<file path="config.mk">
export PLATFORM = sky130hd
export DESIGN_NAME = div_seq_unit_flat
export DESIGN_NICKNAME = d
export VERILOG_FILES = /design/src/rtl/div_seq_unit_if.sv /design/src/rtl/div_seq_unit.sv /design/src/flat_wrapper.sv
export SDC_FILE = /design/constraint.sdc
export NUM_CORES = 1
export LEC_CHECK = 0
export ABC_AREA = 1
export CAP_MARGIN = 20
export CORE_MARGIN = 2
export CORE_UTILIZATION = 40
export CTS_CLUSTER_DIAMETER = 60
export DETAILED_ROUTE_END_ITERATION = 6
export PLACE_DENSITY = 0.72
export SYNTH_ARGS = -nofsm -noshare
export SYNTH_HDL_FRONTEND = slang
export SYNTH_SLANG_ARGS = --single-unit
</file>
<file path="constraint.sdc">
create_clock -name i_clock -period 1.8 [get_ports i_clock]
set_input_delay 0.45 -clock i_clock [delete_from_list [all_inputs] [get_ports i_clock]]
set_output_delay 0.45 -clock i_clock [all_outputs]
set_load 0.005 [all_outputs]
</file>
<file path="src/rtl/div_seq_unit_if.sv">
// Handshake and operand/result bundle between the control sequencer and the
// sequential divider.
interface div_seq_unit_if #(
  parameter int WIDTH = 32
);
  logic                 i_start;
  logic [WIDTH-1:0]     i_dividend;
  logic [WIDTH-1:0]     i_divisor;
  logic                 o_busy;
  logic                 o_done;
  logic                 o_div_by_zero;
  logic [2*WIDTH-1:0]   o_result;

  modport master (
    output i_start, i_dividend, i_divisor,
    input  o_busy, o_done, o_div_by_zero, o_result
  );

  modport slave (
    input  i_start, i_dividend, i_divisor,
    output o_busy, o_done, o_div_by_zero, o_result
  );
endinterface

</file>
<file path="src/rtl/div_seq_unit.sv">
// Multi-cycle signed restoring divider: one quotient bit per cycle, then a
// sign-fix cycle. Result is {remainder, quotient}.
module div_seq_unit #(
  parameter int WIDTH = 32
) (
  input  logic          i_clock,
  input  logic          i_clear,
  div_seq_unit_if.slave bus
);
  localparam int CW = $clog2(WIDTH) + 1;

  typedef enum logic [1:0] {S_IDLE, S_CALC, S_FIX} state_t;

  state_t              r_state;
  logic [CW-1:0]       r_count;
  logic [WIDTH:0]      r_rem;
  logic [WIDTH-1:0]    r_quo;
  logic [WIDTH-1:0]    r_dvsr;
  logic                r_neg_q;
  logic                r_neg_r;
  logic                r_busy;
  logic                r_done;
  logic                r_dz;
  logic [2*WIDTH-1:0]  r_result;

  logic                w_dvd_neg;
  logic                w_dvs_neg;
  logic [WIDTH-1:0]    w_dvd_mag;
  logic [WIDTH-1:0]    w_dvs_mag;
  logic [WIDTH+1:0]    w_trial;
  logic [WIDTH-1:0]    w_quo_fix;
  logic [WIDTH-1:0]    w_rem_fix;

  assign w_dvd_neg = bus.i_dividend[WIDTH-1];
  assign w_dvs_neg = bus.i_divisor[WIDTH-1];
  // Unsigned magnitudes so the most-negative operand (2^(WIDTH-1)) still fits.
  assign w_dvd_mag = w_dvd_neg ? (~bus.i_dividend + 1'b1) : bus.i_dividend;
  assign w_dvs_mag = w_dvs_neg ? (~bus.i_divisor + 1'b1) : bus.i_divisor;

  // Shifted remainder minus divisor; the top bit is the borrow.
  assign w_trial   = {r_rem, r_quo[WIDTH-1]} - {2'b00, r_dvsr};

  assign w_quo_fix = r_neg_q ? (~r_quo + 1'b1) : r_quo;
  assign w_rem_fix = r_neg_r ? (~r_rem[WIDTH-1:0] + 1'b1) : r_rem[WIDTH-1:0];

  // NOTE: state is updated with non-blocking assignments only, so every
  // right-hand side sees the pre-edge value regardless of statement order.
  always_ff @(posedge i_clock) begin
    if (i_clear) begin
      r_state  <= S_IDLE;
      r_count  <= '0;
      r_rem    <= '0;
      r_quo    <= '0;
      r_dvsr   <= '0;
      r_neg_q  <= 1'b0;
      r_neg_r  <= 1'b0;
      r_busy   <= 1'b0;
      r_done   <= 1'b0;
      r_dz     <= 1'b0;
      r_result <= '0;
    end else begin
      r_done <= 1'b0;
      case (r_state)
        S_IDLE: begin
          if (bus.i_start) begin
            r_neg_q <= w_dvd_neg ^ w_dvs_neg;
            r_neg_r <= w_dvd_neg;
            r_quo   <= w_dvd_mag;
            r_dvsr  <= w_dvs_mag;
            r_rem   <= '0;
            r_count <= '0;
            r_busy  <= 1'b1;
            r_dz    <= 1'b0;
            r_state <= (bus.i_divisor == '0) ? S_FIX : S_CALC;
          end
        end

        S_CALC: begin
          if (!w_trial[WIDTH+1]) begin
            r_rem <= w_trial[WIDTH:0];
            r_quo <= {r_quo[WIDTH-2:0], 1'b1};
          end else begin
            r_rem <= {r_rem[WIDTH-1:0], r_quo[WIDTH-1]};
            r_quo <= {r_quo[WIDTH-2:0], 1'b0};
          end
          r_count <= r_count + 1'b1;
          if (r_count == CW'(WIDTH - 1)) begin
            r_state <= S_FIX;
          end
        end

        S_FIX: begin
          // A zero divisor magnitude means the divide-by-zero path: r_quo still
          // holds |dividend|, which the remainder sign fix restores.
          if (r_dvsr == '0) begin
            r_result <= {(r_neg_r ? (~r_quo + 1'b1) : r_quo), {WIDTH{1'b1}}};
            r_dz     <= 1'b1;
          end else begin
            r_result <= {w_rem_fix, w_quo_fix};
          end
          r_done  <= 1'b1;
          r_busy  <= 1'b0;
          r_state <= S_IDLE;
        end

        default: begin
          r_state <= S_IDLE;
          r_busy  <= 1'b0;
        end
      endcase
    end
  end

  assign bus.o_busy        = r_busy;
  assign bus.o_done        = r_done;
  assign bus.o_div_by_zero = r_dz;
  assign bus.o_result      = r_result;
endmodule

</file>
<file path="src/flat_wrapper.sv">
// flat-port wrapper written by rule: the top's interface ports become plain ports
module div_seq_unit_flat 
#(
  parameter int WIDTH = 32
)
  (i_clock, i_clear, bus_i_start, bus_i_dividend, bus_i_divisor, bus_o_busy, bus_o_done, bus_o_div_by_zero, bus_o_result);
  div_seq_unit_if #(.WIDTH(WIDTH)) bus_i ();
  input  logic i_clock;
  input  logic i_clear;
  input wire logic [$bits(bus_i.i_start)-1:0] bus_i_start;
  input wire logic [$bits(bus_i.i_dividend)-1:0] bus_i_dividend;
  input wire logic [$bits(bus_i.i_divisor)-1:0] bus_i_divisor;
  output wire logic [$bits(bus_i.o_busy)-1:0] bus_o_busy;
  output wire logic [$bits(bus_i.o_done)-1:0] bus_o_done;
  output wire logic [$bits(bus_i.o_div_by_zero)-1:0] bus_o_div_by_zero;
  output wire logic [$bits(bus_i.o_result)-1:0] bus_o_result;
  assign bus_i.i_start = bus_i_start;
  assign bus_i.i_dividend = bus_i_dividend;
  assign bus_i.i_divisor = bus_i_divisor;
  assign bus_o_busy = bus_i.o_busy;
  assign bus_o_done = bus_i.o_done;
  assign bus_o_div_by_zero = bus_i.o_div_by_zero;
  assign bus_o_result = bus_i.o_result;
  div_seq_unit #(.WIDTH(WIDTH)) u_core (.i_clock(i_clock), .i_clear(i_clear), .bus(bus_i));
endmodule
</file>
### Word level (Yosys, flattened, before mapping)

Cells that the tools add are included.

| cells by class | value |
|---|---|
| bitwise operators | 6 |
| equality and inequality tests | 6 |
| reductions and logical operators | 10 |
| $add $sub $neg | 6 |
| muxes and demuxes | 24 |

Operator list:

| kind | number |
|---|---|
| 32-bit two-way mux | 6 |
| 32-bit by 1-bit adder with 32-bit output (second input constant) | 4 |
| 32-bit NOT | 4 |
| 33-bit two-way mux | 2 |
| 33-bit one-hot mux with 2 select lines | 1 |
| 32-bit logical NOT | 2 |
| 64-bit two-way mux | 1 |
| 32-bit one-hot mux with 2 select lines | 1 |
| 34-bit by 32-bit subtractor with 34-bit output | 1 |
| 6-bit one-hot mux with 2 select lines | 1 |
| 2-bit AND reduction | 4 |
| 6-bit by 1-bit adder with 6-bit output (second input constant) | 1 |
| 6-bit by 5-bit equality test with 1-bit output (second input constant) | 1 |
| 2-bit two-way mux | 3 |
| 6-bit two-way mux | 1 |
| 1-bit two-way mux | 5 |
| 2-bit by 1-bit != test with 1-bit output (second input constant) | 2 |
| 1-bit one-hot mux with 2 select lines | 2 |
| 2-bit one-hot mux with 2 select lines | 1 |
| 2-bit nonzero test | 2 |
| 3-bit AND reduction | 1 |
| 2-bit by 1-bit equality test with 1-bit output (second input constant) | 1 |
| 2-bit equality test (second input constant) | 1 |
| 2-bit logical NOT | 1 |
| other kinds (3) | 3 |

| storage, ports and cells | value |
|---|---|
| register bits after elaboration | 174 |

### Logic depth before layout (Yosys ltp)

| logic depth | value |
|---|---|
| depth after elaboration | 5 |
| depth in mapped cells | 18 |
| depth with buffers taken out | 17 |

### Least setup slack after synthesis

No wires, ideal clock.

| timing | value |
|---|---|
| kind | flip-flop to flip-flop |
| start point | register u_core.r_dvsr[28] |
| end point | register u_core.r_rem[21] |
| setup time | 132 ps |
| cell stages (with the launch flop) | 15 |
| path slack | -195 ps |
| arrival time | 1,862 ps |
| clock period less this slack | 1,995 ps |
| path through | dfxtp_1 > inv_1 > ha_1 > nand2_1 > inv_1 > nand2_1 > and2_1 > o21ai_1 > nor2_4 > nand2_8 > nand2_4 > buf_6 > nand3_2 > nand3_1 > a21oi_1 |

| between the ends | value |
|---|---|
| word-level cells in the longest chain between the ends | 3 |

Ends and longest elaborated chain:

| item | line | source |
|---|---|---|
| start: declaration | div_seq_unit.sv:18 | `logic [WIDTH-1:0] r_dvsr;` |
| start signal: assignment | div_seq_unit.sv:69 | `r_dvsr <= w_dvs_mag;` |
| 34-bit by 32-bit subtractor with 34-bit output | div_seq_unit.sv:41 | `assign w_trial = {r_rem, r_quo[WIDTH-1]} - {2'b00, r_dvsr};` |
| 33-bit two-way mux | div_seq_unit.sv:79 | `if (!w_trial[WIDTH+1]) begin` |
| 33-bit one-hot mux with 2 select lines | div_seq_unit.sv:63 | `case (r_state)` |
| end signal: assignment | div_seq_unit.sv:80 | `r_rem <= w_trial[WIDTH:0];` |
| end signal: assignment | div_seq_unit.sv:83 | `r_rem <= {r_rem[WIDTH-1:0], r_quo[WIDTH-1]};` |
| end: declaration | div_seq_unit.sv:16 | `logic [WIDTH:0] r_rem;` |

No other way between the ends.
A chain may end at the register's enable or synchronous reset.

### Worst setup path after layout

| timing | value |
|---|---|
| start point | register u_core.r_dvsr[2] |
| end point | register u_core.r_rem[15] |

Same word-level chain as after synthesis.

==> impl_metrics.toml <==
[status]
status = "finished with violations"
violations = "negative setup slack"

[clock_tree]
clk_pin_slew_ns = 0.08
cts-root-buf = "clkbuf_16"
cts.sinks = 174
htreeDepth = 4
tritoncts.num_buffers = 17
tritoncts = "done"
clk_latency_ns = 0.47
cts.path.max_buffers = 2

[final_layout]
drive_gt1_share_pct = 37.15
layout_common_cells = "nand2_1, buf_4, inv_1, a21oi_1, nor2_1"
synthToLayoutAreaGrowth_pct = 63.47
layout_commonest_cell = "nand2_1"
finish.utilization_pct = 66.21
nNetsFinal = 3034

[grt]
grt_pass1_wl_um = 91590
antenna_found_initial = 1
grt_pass1_vias = 17169
gr-total-overflow = 0
grt_util_all_layers_pct = 32.22
grt_max_degree = 83

[route]
drc = 0
vias_per_cell = 5.405
drt.antenna.violating_nets = 0
vias = 18365
first_iter_violations = 1785
dr.pass1.iters = 7
wl_per_cell_um = 17.90
routed_wl_um = 60810

[floorplan]
die_area_sq_um = 36310
rows = 68
ios = 134
core_area_sq_um = 34370
die_w_um = 190.6
start_util_pct = 40.50
die_h_um = 190.6

[worst_setup_path]
critPathCaptureType = "flop"
cp-start-kind = "flop"
crit_arrival_ns = 2.73
reg2reg_depth = 17
critPathMaxFanout = 7
critPathKind = "flop to flop"
worstPathRequired_ns = 2.19

[min_path]
hold_depth = 4
hold_class = "input port to flop"

[placement]
gp_congestion = 0.9909
io_buffers = 133
hpwl_um = 42980
pre_cts_slack_ns = -0.7090

[synthesis]
synth.avg_cell_area_sq_um = 6.026
synth_fa_ha_area_share_pct = 3.469
muxShareOfSynthArea_pct = 0
yosys_warnings = 0
synthXorXnorAreaFrac_pct = 4.907
syn_inst = 2310
synth.cell_area_sq_um = 13920
synth_top_family_by_area = "simple AND/OR/NAND/NOR gates"
ys_ff_latch = 174
synth_seq_area_share_pct = 25.02
synth_compound_area_share_pct = 18.00
synthSimpleGateAreaFrac_pct = 36.38
synth.distinct_cells = 44
syn-num-nets = 2415

[timing]
period_minus_slack_ns = 2.338
slew_viol_final = 0
hold_slack_ns = 0.4257
max_slew_margin_pct = 35.84
finalSetupViolCount = 104
rsz0062_at_grt = "true"
fin_skew_ns = 0.01628
finalCritPeriodShare_pct = 129.9
timing.final.ws_setup_ns = -0.5380
hold_violations = 0
fin_setup_tns_ns = -36.29
fmax_mhz = 427.7
worst_pin_slew_ns = 0.9613

[job]
drv_cap = 0

[power]
ir_worst_vdd_v = 0.0009956
p_leak_nw = 10.90
cellPowerDensity_nw_per_um2 = 1035
## sequential cells by signal, summed over array words and instances (netlist names), 2 cells and up
signal / flops
u_core.r_dvsr: 32
u_core.r_state: 2
u_core.bus.o_result: 64
u_core.r_quo: 32
u_core.r_count: 6
u_core.r_rem: 33
## stage by stage
| stage | total power [mW] | cells | instance area (sq um) |
|---|---|---|---|
| after floorplan | 11.26 | 2310 | 14120 |
| after global placement | 16.17 | 3300 | 19480 |
| after detailed placement | 16.34 | 3300 | 19480 |
| after CTS | 21.97 | 3376 | 21850 |
| after global routing | 24.85 | 3398 | 22760 |
| final | 23.55 | 3398 | 22760 |
## critical path, stage by stage, from the launching register on
cell     delay (ns)
dfxtp_2        0.34
inv_2          0.04
ha_4           0.25
nand2_2        0.09
nand2_2        0.07
nand2_2        0.09
nand2_2        0.06
nand2_2        0.09
nand3_4        0.10
nand2_4        0.09
nand2_4        0.07
nand2_8        0.13
nand3_4        0.13
buf_6          0.20
buf_12         0.14
nand3_2        0.08
nand3_1        0.10
a21oi_2        0.18
## where the power goes
part           switching (mW)  internal (mW)  leakage [nW]
clock                    1.93           1.84         0.273
combinational            8.42           6.74          9.17
sequential              0.407           4.21          1.45
## repair_timing
action                     4_1_cts  5_1_grt
pin swaps                       70       73
setup endpoints to repair      165      176
resized for setup              352      219
cloned                          17        1
setup buffers                   28       20
hold buffers                     0        0
## synth_stat cells (all sizes together)
library cell	n	area, sq um
nand2	597	2323
inv	314	1179
a21oi	233	1174
nor2	221	914.6
nand3	216	1206
o21ai	176	884.6
dfxtp	174	3483
clkbuf	56	210.2
xor2	56	490.5
buf	46	292.8
ha	37	462.9
nor3	29	176.4
o211ai	26	195.2
nand4	24	150.1
xnor2	22	192.7
nand3b	15	112.6
nor4	14	87.58
o221ai	12	105.1
a31oi	10	62.56
or2	9	56.30
o31ai	6	45.04
clkinv	5	18.77
and2	4	25.02
a211oi	3	22.52
a221oi	2	17.52
and3	2	12.51
fa	1	20.02
## metal layers
metal	track usage (%)	vias to the layer above	wire length [um]
li1	-	8797	-
met1	43.25	8555	25540
met2	52.77	852	28130
met3	4.693	161	4965
met4	10.94	0	2177
met5	0	-	0
## cells by family after synthesis
family,count (synthesis)
buffers and inverters,421
xor gates and xnor gates,78
AOI/OAI and AO/OA,468
DFF,174
and+or+nand+nor,1131
adders and majority gates,38
## layout make-up
class / count / area (sq um)
Sequential cell: 174 / 3601
Antenna cell: 1 / 2.502
Tap cell: 455 / 569.3
Multi-Input combinational cell: 1724 / 10700
Timing Repair Buffer: 692 / 6060
Clock inverter: 14 / 137.6
Clock buffer: 18 / 429.2
Timing Repair inverter: 1 / 11.26
Fill cell: 2855 / 11620
Inverter: 319 / 1245
## worst paths after layout
kind	startpoint	endpoint	slack, ns
min reg2reg	u_core.bus.o_busy	u_core.bus.o_busy	0.48
max	u_core.r_dvsr[2]	u_core.r_rem[15]	-0.54
max reg2reg	u_core.r_dvsr[2]	u_core.r_rem[15]	-0.54
min	bus_i_divisor[0]	u_core.r_dvsr[0]	0.43
No activity file was read; power rests on OpenSTA's default activity.
